==> config.mk <==
export PLATFORM = sky130hd
export DESIGN_NAME = conv_mem_sequencer
export DESIGN_NICKNAME = d
export VERILOG_FILES = /design/src/rtl/conv_mem_sequencer.sv
export SDC_FILE = /design/constraint.sdc
export NUM_CORES = 1
export LEC_CHECK = 0
export BUFFER_PORTS_ARGS = -buffer_cell sky130_fd_sc_hd__buf_2
export CAP_MARGIN = 20
export CORE_ASPECT_RATIO = 1.5
export CORE_UTILIZATION = 47
export CTS_CLUSTER_SIZE = 25
export DETAILED_ROUTE_END_ITERATION = 8
export PLACE_DENSITY = 0.73
export SYNTH_ARGS = -nofsm -noshare
export SYNTH_HDL_FRONTEND = slang
export SYNTH_SLANG_ARGS = --single-unit
==> constraint.sdc <==
create_clock -name clk -period 1.8 [get_ports clk]
set_input_delay 0.09 -clock clk [delete_from_list [all_inputs] [get_ports clk]]
set_output_delay 0.09 -clock clk [all_outputs]
set_load 0.05 [all_outputs]
==> src/rtl/conv_mem_sequencer.sv <==
// Loads a 4x4 input matrix and 3x3 filter into memory_module from a valid/ready stream, then
// issues the stride-1 3x3 convolution read schedule. Optional macro FILTER_KEEP_EN adds keep_filter.
module conv_mem_sequencer #(
    parameter int DATA_W = 8,
    parameter int AW     = 4
) (
    input  logic              clk,
    input  logic              rst,
    input  logic              start,
`ifdef FILTER_KEEP_EN
    input  logic              keep_filter,
`endif
    input  logic              in_valid,
    input  logic [DATA_W-1:0] in_data,
    output logic              in_ready,
    output logic [DATA_W-1:0] data_w,
    output logic [1:0]        en_INP,
    output logic [1:0]        en_FIL,
    output logic [AW-1:0]     addr_A0,
    output logic [AW-1:0]     addr_A1,
    output logic [AW-1:0]     addr_A2,
    output logic [AW-1:0]     addr_F0,
    output logic [AW-1:0]     addr_F1,
    output logic [AW-1:0]     addr_F2,
    output logic              mac_valid,
    output logic              mac_first,
    output logic              mac_last,
    output logic [1:0]        out_idx,
    output logic              busy,
    output logic              done
);

    typedef enum logic [2:0] {S_IDLE, S_LOAD_A, S_LOAD_F, S_CONV, S_FIN} state_t;

    localparam logic [1:0] EN_IDLE  = 2'b00;
    localparam logic [1:0] EN_READ  = 2'b10;
    localparam logic [1:0] EN_WRITE = 2'b11;

    state_t            state_q, state_d;
    logic [3:0]        cnt_q, cnt_d;
    logic              r_q, r_d, c_q, c_d;
    logic [1:0]        k_q, k_d;
`ifdef FILTER_KEEP_EN
    logic              keep_q, keep_d;
`endif

    logic              in_ready_q, in_ready_d;
    logic [DATA_W-1:0] data_w_q, data_w_d;
    logic [1:0]        en_inp_q, en_inp_d, en_fil_q, en_fil_d;
    logic [AW-1:0]     addr_a_q [3];
    logic [AW-1:0]     addr_a_d [3];
    logic [AW-1:0]     addr_f_q [3];
    logic [AW-1:0]     addr_f_d [3];
    logic              mac_valid_q, mac_valid_d;
    logic              mac_first_q, mac_first_d;
    logic              mac_last_q, mac_last_d;
    logic [1:0]        out_idx_q, out_idx_d;
    logic              busy_q, busy_d;
    logic              done_q, done_d;

    logic              hs;
    logic [AW-1:0]     row_base, filt_base;

    always_comb begin
        state_d     = state_q;
        cnt_d       = cnt_q;
        r_d         = r_q;
        c_d         = c_q;
        k_d         = k_q;
`ifdef FILTER_KEEP_EN
        keep_d      = keep_q;
`endif
        data_w_d    = '0;
        en_inp_d    = EN_IDLE;
        en_fil_d    = EN_IDLE;
        mac_valid_d = 1'b0;
        mac_first_d = 1'b0;
        mac_last_d  = 1'b0;
        out_idx_d   = '0;
        done_d      = 1'b0;
        for (int unsigned j = 0; j < 3; j++) begin
            addr_a_d[j] = '0;
            addr_f_d[j] = '0;
        end

        hs        = in_valid & in_ready_q;
        row_base  = AW'((int'(k_q) + int'(r_q)) * 4);
        filt_base = AW'(int'(k_q) * 3);

        case (state_q)
            S_IDLE: begin
                if (start) begin
                    state_d = S_LOAD_A;
                    cnt_d   = '0;
                    r_d     = 1'b0;
                    c_d     = 1'b0;
                    k_d     = '0;
`ifdef FILTER_KEEP_EN
                    keep_d  = keep_filter;
`endif
                end
            end
            S_LOAD_A: begin
                if (hs) begin
                    en_inp_d    = EN_WRITE;
                    addr_a_d[0] = AW'(cnt_q);
                    data_w_d    = in_data;
                    if (cnt_q == 4'd15) begin
                        cnt_d = '0;
`ifdef FILTER_KEEP_EN
                        state_d = keep_q ? S_CONV : S_LOAD_F;
`else
                        state_d = S_LOAD_F;
`endif
                    end else begin
                        cnt_d = cnt_q + 4'd1;
                    end
                end
            end
            S_LOAD_F: begin
                if (hs) begin
                    en_fil_d    = EN_WRITE;
                    addr_f_d[0] = AW'(cnt_q);
                    data_w_d    = in_data;
                    if (cnt_q == 4'd8) begin
                        cnt_d   = '0;
                        state_d = S_CONV;
                    end else begin
                        cnt_d = cnt_q + 4'd1;
                    end
                end
            end
            S_CONV: begin
                en_inp_d    = EN_READ;
                en_fil_d    = EN_READ;
                mac_valid_d = 1'b1;
                mac_first_d = (k_q == 2'd0);
                mac_last_d  = (k_q == 2'd2);
                out_idx_d   = {r_q, c_q};
                for (int unsigned j = 0; j < 3; j++) begin
                    addr_a_d[j] = row_base + AW'(c_q) + AW'(j);
                    addr_f_d[j] = filt_base + AW'(j);
                end
                // k steps fastest, then c, then r; the final row of output (1,1) ends the job
                if (k_q == 2'd2) begin
                    k_d = '0;
                    if (c_q) begin
                        c_d = 1'b0;
                        if (r_q) begin
                            r_d     = 1'b0;
                            state_d = S_FIN;
                        end else begin
                            r_d = 1'b1;
                        end
                    end else begin
                        c_d = 1'b1;
                    end
                end else begin
                    k_d = k_q + 2'd1;
                end
            end
            S_FIN: begin
                done_d  = 1'b1;
                state_d = S_IDLE;
            end
            default: state_d = S_IDLE;
        endcase

        in_ready_d = (state_d == S_LOAD_A) || (state_d == S_LOAD_F);
        busy_d     = (state_d != S_IDLE);
    end

    always_ff @(posedge clk) begin
        if (rst) begin
            state_q     <= S_IDLE;
            cnt_q       <= '0;
            r_q         <= 1'b0;
            c_q         <= 1'b0;
            k_q         <= '0;
`ifdef FILTER_KEEP_EN
            keep_q      <= 1'b0;
`endif
            in_ready_q  <= 1'b0;
            data_w_q    <= '0;
            en_inp_q    <= EN_IDLE;
            en_fil_q    <= EN_IDLE;
            addr_a_q    <= '{default: '0};
            addr_f_q    <= '{default: '0};
            mac_valid_q <= 1'b0;
            mac_first_q <= 1'b0;
            mac_last_q  <= 1'b0;
            out_idx_q   <= '0;
            busy_q      <= 1'b0;
            done_q      <= 1'b0;
        end else begin
            state_q     <= state_d;
            cnt_q       <= cnt_d;
            r_q         <= r_d;
            c_q         <= c_d;
            k_q         <= k_d;
`ifdef FILTER_KEEP_EN
            keep_q      <= keep_d;
`endif
            in_ready_q  <= in_ready_d;
            data_w_q    <= data_w_d;
            en_inp_q    <= en_inp_d;
            en_fil_q    <= en_fil_d;
            addr_a_q    <= addr_a_d;
            addr_f_q    <= addr_f_d;
            mac_valid_q <= mac_valid_d;
            mac_first_q <= mac_first_d;
            mac_last_q  <= mac_last_d;
            out_idx_q   <= out_idx_d;
            busy_q      <= busy_d;
            done_q      <= done_d;
        end
    end

    assign in_ready  = in_ready_q;
    assign data_w    = data_w_q;
    assign en_INP    = en_inp_q;
    assign en_FIL    = en_fil_q;
    assign addr_A0   = addr_a_q[0];
    assign addr_A1   = addr_a_q[1];
    assign addr_A2   = addr_a_q[2];
    assign addr_F0   = addr_f_q[0];
    assign addr_F1   = addr_f_q[1];
    assign addr_F2   = addr_f_q[2];
    assign mac_valid = mac_valid_q;
    assign mac_first = mac_first_q;
    assign mac_last  = mac_last_q;
    assign out_idx   = out_idx_q;
    assign busy      = busy_q;
    assign done      = done_q;

endmodule

==> results of run 1 <==
-- tightest hold or removal path, stage by stage --
cell	delay, ns
buf_2	0.10
nor3_1	0.04
nor3_1	0.12
-- worst paths after layout --
check         start  endpoint  slack [ns]  cells past startpoint
max          k_q[0]  in_ready        0.11                      6
min           start      busy        0.09                      3
min reg2reg     r_q       r_q        0.53                      2
max reg2reg  k_q[0]  in_ready        0.11                      6
-- cells by family (layout without fill, tap and decap cells) --
logic type / Yosys count / after routing / share of synthesized area (%)
compound gates: 30 / 30 / 11.3
xor+xnor: 4 / 4 / 1.78
fa+ha+maj: 10 / 10 / 6.35
buf+inv: 24 / 89 / 6.03
flops: 51 / 51 / 51.8
simple gates: 71 / 71 / 22.8
-- flip-flops by register name, indices dropped and copies added, names as in the netlist, 2 cells and up --
register and cells:
addr_F1 4, addr_F2 4, addr_F0 4, k_q 2
cnt_q 4, en_INP 2, en_FIL 2, addr_A1 4
addr_A0 4, data_w 8, state_q 3
-- routing by layer --
metal	GRT usage, %	wire (µm)	vias to the layer above
met5	0	0	-
met2	32.9	2050	46
met3	4.49	166	6
li1	-	-	776
met4	9.23	91	0
met1	22.5	1640	707
-- power by group through the flow --
stage	Clock, µW	Sequential, µW	Combinational [µW]
finish	834	1150	135
detailed placement	0	1180	120
global placement	0	1170	119
floorplan	0	1190	72.1
CTS	850	1150	134
global route	898	1150	146
-- through the flow --
stage | total power [µW] | util (%)
floorplan | 1260 | -
global placement | 1290 | 57.1
detailed placement | 1300 | 57.1
CTS | 2130 | 62.2
global route | 2190 | 62.3
finish | 2120 | 62.3
-- cells in the mapped netlist, drive strengths merged, types with 5 or more instances --
cell type and number:
buf 9, and2 9, a21o 7, clkbuf 5, dfxtp 51, inv 10, ha 10, a21oi 6
nor2 16, and3 8, nand3 6
-- what timing repair did --
action,CTS,global route
endpoints found under the setup margin,0,3
gates resized for setup,0,2
hold buffers,8,0
endpoints found under the hold margin,8,0
-- layout make-up --
| type | instances | area [µm²] |
|---|---|---|
| clock buffer | 6 | 82.6 |
| clock inverter | 2 | 38.8 |
| fill | 351 | 1500 |
| inverter | 10 | 37.5 |
| multi-input combinational | 115 | 838 |
| sequential | 51 | 1020 |
| tap | 45 | 56.3 |
| timing repair buffer | 71 | 415 |
==> results.txt, run 1 <==
The final clock skew is 0.00737 ns. The delay contributed by the slowest stage of the critical path is 0.40 ns. Walking the worst path, the cells encountered are inv_1 > ha_1 > nand3_1 > o21ai_1 > a21oi_1 > o221a_2.

The worst path required time is 2.01 ns. The post-layout net count is 276. The combinational cell fraction of total power is 6.4%.

The post-detailed-placement cell area is 2280 µm². The sort of element at the start of the critical path is a register. The via count of the first global-routing pass is 1,377. The number of antenna violations at the first check in global routing came out at 0. The synthesized area per cell came out at 10.4 µm². Once detail routing completed, the nets flagged for antenna violations numbered 0. The design internal power is 1650 µW. The final worst-path setup slack came out at 0.110 ns.

The horizontal die dimension is 54.9 µm. The cell sitting at the root of the clock tree is a clkbuf_8. The worst hold-check path type is in2reg.

For this run, design rule violations remaining after detail routing come to 0. The top cell types in the final layout, fill and taps aside, are buf_2 (55), dfxtp_1 (51), nor2_1 (16). The net count after synthesis is 212. The violation count after the first detailed-route iteration came out at 32.

The count of antenna diodes in the layout came out at 0. The number of cells produced by synthesis is 190. The number of cells in the finished layout apart from fillers is 300. The worst-case hold slack came out at 0.0890 ns. Summed over all instances, the cell type with the most area after synthesis is dfxtp_1. The total power divided by cell area came out at 851 nW/µm². The number of warnings reported in the yosys synthesis log came out at 0. Prior to clock tree synthesis, the placed netlist has a worst setup slack of 0.101 ns. The initial core utilization came out at 49.4%.

Summing all non-filler instances in the final layout gives an area of 2490 µm². After synthesis, the cell types taking the most area are dfxtp_1 (52%), ha_1 (6.3%), nor2_1 (3.0%). The routability congestion estimate from global placement is 0.845. The routed design could run at a clock period as short as 1.69 ns.

The post-synthesis instance area came out at 1970 µm². Setup repair after global routing left no endpoint under its margin. The number of vias per cell came out at 5.12. The number of flip-flops and latches in the synthesized netlist is 51. The detailed-router iteration count before antenna repair came out at 4. The per-cell routed wire length came out at 13.2 µm. Among all flip-flop cells after synthesis, the most frequent one is dfxtp_1.

Grouping stages by cell kind, the critical path spends the most delay in compound AO/OA/AOI/OAI gates. The total CTS buffers came out at 5. The worst setup path category is reg2reg. The count of buffers added on input and output ports is 55. The net switching component of the power came out at 466 µW. The type of element capturing the critical path is a register. Along the worst path, the maximum fanout reaches 8. Setup violations remaining at the end of the flow were counted as 0.

The run finished with clean final reports. The remaining max-slew budget at the tightest pin came out at 63.5%. The final number of max-transition violations is 0. The via count of the routed design is 1,535. The analysis attributes to cell leakage a power of 0.00124 µW. Data arrives at the worst endpoint at 1.90 ns.

The level count of the clock H-tree came out at 2. The slowest stage of the critical path is the dfxtp_1 cell. The largest net degree at the start of global routing is 17. The die is 81.3 µm tall.

The critical path buffer and inverter count came out at 1. The slew at the pin closest to its max-slew limit came out at 0.543 ns. The cell count after placement came out at 284. TritonCTS built the clock tree.

Of the available clock period, the critical path in the final layout requires 93.9%. The clock network burns 39.4% of the power. The floorplan has 28 rows.

The register share of total power came out at 54.2%. After floorplanning, the core was sized to cover 3990 µm². The part of the Yosys area used for sequential elements is 51.8%. The top achievable clock speed is 592 MHz. Counting every sink on the clock net gives 51. The clock edge transition at the registers on the reported setup and hold paths is 0.09 ns. The final routed wirelength across all metal layers is 3.95 mm.

Max-cap violations in this run came to 0. Leaving out fill and tap cells, the most frequent cell in the layout is buf_2. The floorplan die area is 4460 µm². Counting distinct cell types in the post-synthesis netlist gives 44. The total congestion overflow came out at 0. Once detailed placement completed, the half-perimeter wirelength came to 2.75 mm. The maximum count of clock buffers along a single path came out at 2.

The switching share of power is 22.0%. The number of post-CTS setup repair buffers came out at 0. The final count of hold timing violations is 0. The share of async-settable or async-resettable flops after synthesis is 0%. The later pin in the worst-skew pair is clocked with a latency of 0.31 ns. The count of pins on the block boundary is 56. Global routing used 19.6% of the available tracks across all layers. Of the cells placed in the final design, the portion with a size suffix greater than 1 is 31.8%. The final-layout setup total negative slack came out at 0 ns. After synthesis, the largest area contributor takes up 51.8% of total cell area. The wire length of the first global-routing pass came out at 6.22 mm. Compared with the post-synthesis result, the final layout area differs by 26.3%. The synthesized design contains 0 enable-type register cells. The worst supply voltage drop on vdd came out at 0.726 mV.
Power figures use the tool's default switching activity.
==> run 2, diff against run 1 <==
Settings changed: CORE_UTILIZATION 47 to 40, PLACE_DENSITY 0.73 to unset.
==> results.txt, run 2 (synthesis gave the netlist of run 1 again) <==
The level count of the clock H-tree was 2 (unchanged). The count of pins on the block boundary is 56 (unchanged). The root buffer cell chosen for the clock tree is clkbuf_8. In the layout the commonest cells are buf_2 (55), dfxtp_1 (50), nor2_1 (16). The critical path data arrival time is 1.84 ns (-0.06 ns). The net switching component of the power came out at 490 µW (+5.3%). Walking the worst path, the cells encountered are inv_1 > ha_1 > nor4bb_1 > nor4_1 > nand3_1 > o311ai_1.

The shortest period the worst path allows is 1.63 ns (-0.0608 ns). The maximum net fanout on the critical path was 5 (-3). The cell count after placement is 307 (+8.1%). The combinational cell fraction of total power is 6.8% (+0.4 points). The initial core utilization is 42.7% (-6.7 points). The design internal power is 1480 µW (-10%). The post-layout net count came out at 280 (+1.4%). The most common cell after layout, fill and taps aside is buf_2.

Grouping stages by cell kind, the critical path spends the most delay in simple AND/OR/NAND/NOR gates. The worst setup path category is reg2reg. The switching share of power came to 24.8% (+2.9 points). The clock edge transition at the registers on the reported setup and hold paths came out at 0.10 ns (about the same).

The slew at the pin closest to its max-slew limit is 0.485 ns (-0.0587 ns). The detailed-router iteration count before antenna repair came out at 4 (unchanged). The total CTS buffers came out at 5 (unchanged). The per-cell routed wire length is 12.5 µm (-4.8%). The number of flip-flops under the largest register name is 8 (unchanged). The top achievable clock speed is 614 MHz (+3.7%). Setup repair after global routing left no endpoint under its margin. The clock sink count came out at 51 (unchanged). The final-layout setup total negative slack was 0 ns (unchanged). The final clock skew came out at 0.00870 ns (+0.00133 ns).

The number of antenna violations at the first check in global routing is 0 (unchanged). In this run the worst hold path is classified as in2reg. The routability congestion estimate from global placement came out at 0.786 (-7.0%). The insertion delay to the later sink of the worst-skew pair was 0.31 ns (about the same). The via count of the routed design is 1,543 (+0.52%). The violation count after the first detailed-route iteration came out at 41 (+28%). The relative area change from synthesis to final layout came out at 27.5%.

The leakage power is 0.00124 µW (+0.74%). The run finished with clean final reports. The clock share of power came out at 35.0% (-4.4 points). The total global routing track utilization came out at 16.7% (-2.9 points). The sort of element at the start of the critical path is a register. STA classifies the critical path endpoint as a register. The total power divided by cell area is 785 nW/µm² (-7.8%). The height of the die is 88.0 µm (+8.2%). The worst slack at placement came out at 0.196 ns (+0.0950 ns).

The fraction of final layout cells sized beyond drive strength 1 is 32.8% (+1.1 points). The count of port buffers added during placement is 55 (unchanged). The worst supply voltage drop on vdd is 0.343 mV (-53%).

The maximum count of clock buffers along a single path is 2 (unchanged). The count of antenna diodes in the layout is 0 (unchanged). On the critical path, the stage with the largest delay is an instance of nor4_1. The floorplan die area came out at 5220 µm² (+17%).

The final routed wirelength across all metal layers is 4.05 mm (+2.5%). The number of vias per cell was 4.78 (-6.6%). The largest net degree at the start of global routing is 19 (+2).

The total core area was 4620 µm² (+16%). The clock tree from TritonCTS is built. The worst path required time came out at 2.02 ns (about the same).

The count of standard-cell rows came to 30 (+7.1%). The period utilization was 90.5% (-3.4 points). The number of nets with antenna violations after detailed routing came to 0 (unchanged). The critical path buffer and inverter count is 1 (unchanged). The register share of total power is 58.2% (+4.0 points). The sum of net half-perimeters after detailed placement is 2.93 mm (+6.3%).

The final worst-path setup slack came out at 0.171 ns (+0.0608 ns). The count of max-cap constraint violations is 0 (unchanged). The final count of negative-setup-slack endpoints was 0 (unchanged).

The total congestion overflow came out at 0 (unchanged). The final count of hold timing violations is 0 (unchanged). The residual DRC count came out at 0 (unchanged). The number of filler instances in the final layout is 445 (+27%). The final number of max-transition violations is 0 (unchanged). The number of cells in the finished layout apart from fillers came to 323 (+7.7%). The wire length of the first global-routing pass came out at 6.46 mm (+3.8%). The delay contributed by the slowest stage of the critical path came to 0.43 ns (+0.03 ns). The remaining max-slew budget at the tightest pin is 67.4% (+3.9 points).

The horizontal die dimension is 59.3 µm (+8.1%). The via count of the first global-routing pass is 1,431 (+3.9%).
run 2: changes by cell type in the layout (fill, tap and decap cells not counted), sizes merged:
cell and change:
bufinv -1, clkbuf -1, clkinv +2, buf +4
run 2: power by group through the flow:
stage / Clock [µW] / Combinational [µW] / Sequential, µW
after CTS: 722 / 134 / 1150
final: 692 / 133 / 1150
after detailed placement: 0 / 120 / 1170
after floorplan: 0 / 72.1 / 1190
after global routing: 774 / 145 / 1150
after global placement: 0 / 120 / 1170
run 2: worst paths after layout:
path	slack (ns)	endpoint	depth (start not counted)	startpoint
worst max-delay path	0.17	cnt_q[3]	6	cnt_q[0]
worst min-delay path	0.07	busy	3	start
worst max register to register	0.17	cnt_q[3]	6	cnt_q[0]
worst min register to register	0.53	r_q	2	r_q
run 2: metrics by stage:
step	utilization [%]	total power, µW	hold WS [ns]	cell area [µm²]
global route	54.5	2070	0.0894	2510
finish	54.5	1970	0.0746	2510
detailed placement	50.6	1290	0.296	2340
CTS	54.4	2000	0.0783	2510
global placement	50.6	1290	0.296	2340
floorplan	-	1260	0.212	1970
run 2: cell type report:
| cell class | count | area (µm²) | share of cell area [%] |
|---|---|---|---|
| flip-flops and latches | 51 | 1020 | 40.6 |
| clock inverters | 3 | 28.8 | 1.14 |
| repair buffers | 75 | 445 | 17.7 |
| well taps | 64 | 80.1 | 3.18 |
| clock buffers | 5 | 68.8 | 2.74 |
| inverters | 10 | 37.5 | 1.49 |
| multi-input cells | 115 | 832 | 33.1 |
run 2: repair_timing:
item,CTS,global route
endpoints found under the hold margin,8,0
setup buffers,0,0
resized for setup,0,1
endpoints found under the setup margin,0,2
hold buffers,8,0
run 2: per-layer routing:
metal | up-vias | global-route usage [%] | routed length, µm
li1 | 783 | - | -
met1 | 704 | 18.9 | 1680
met2 | 50 | 29.5 | 2100
met3 | 6 | 3.25 | 200
met4 | 0 | 7.79 | 65
met5 | - | 0 | 0
run 2: worst reg2reg max path, cell delays in order, from the launching register on:
cell and delay, ns:
dfxtp_1 0.41, inv_1 0.10, ha_1 0.21, nor4bb_1 0.15, nor4_1 0.43, nand3_1 0.13
o311ai_1 0.11
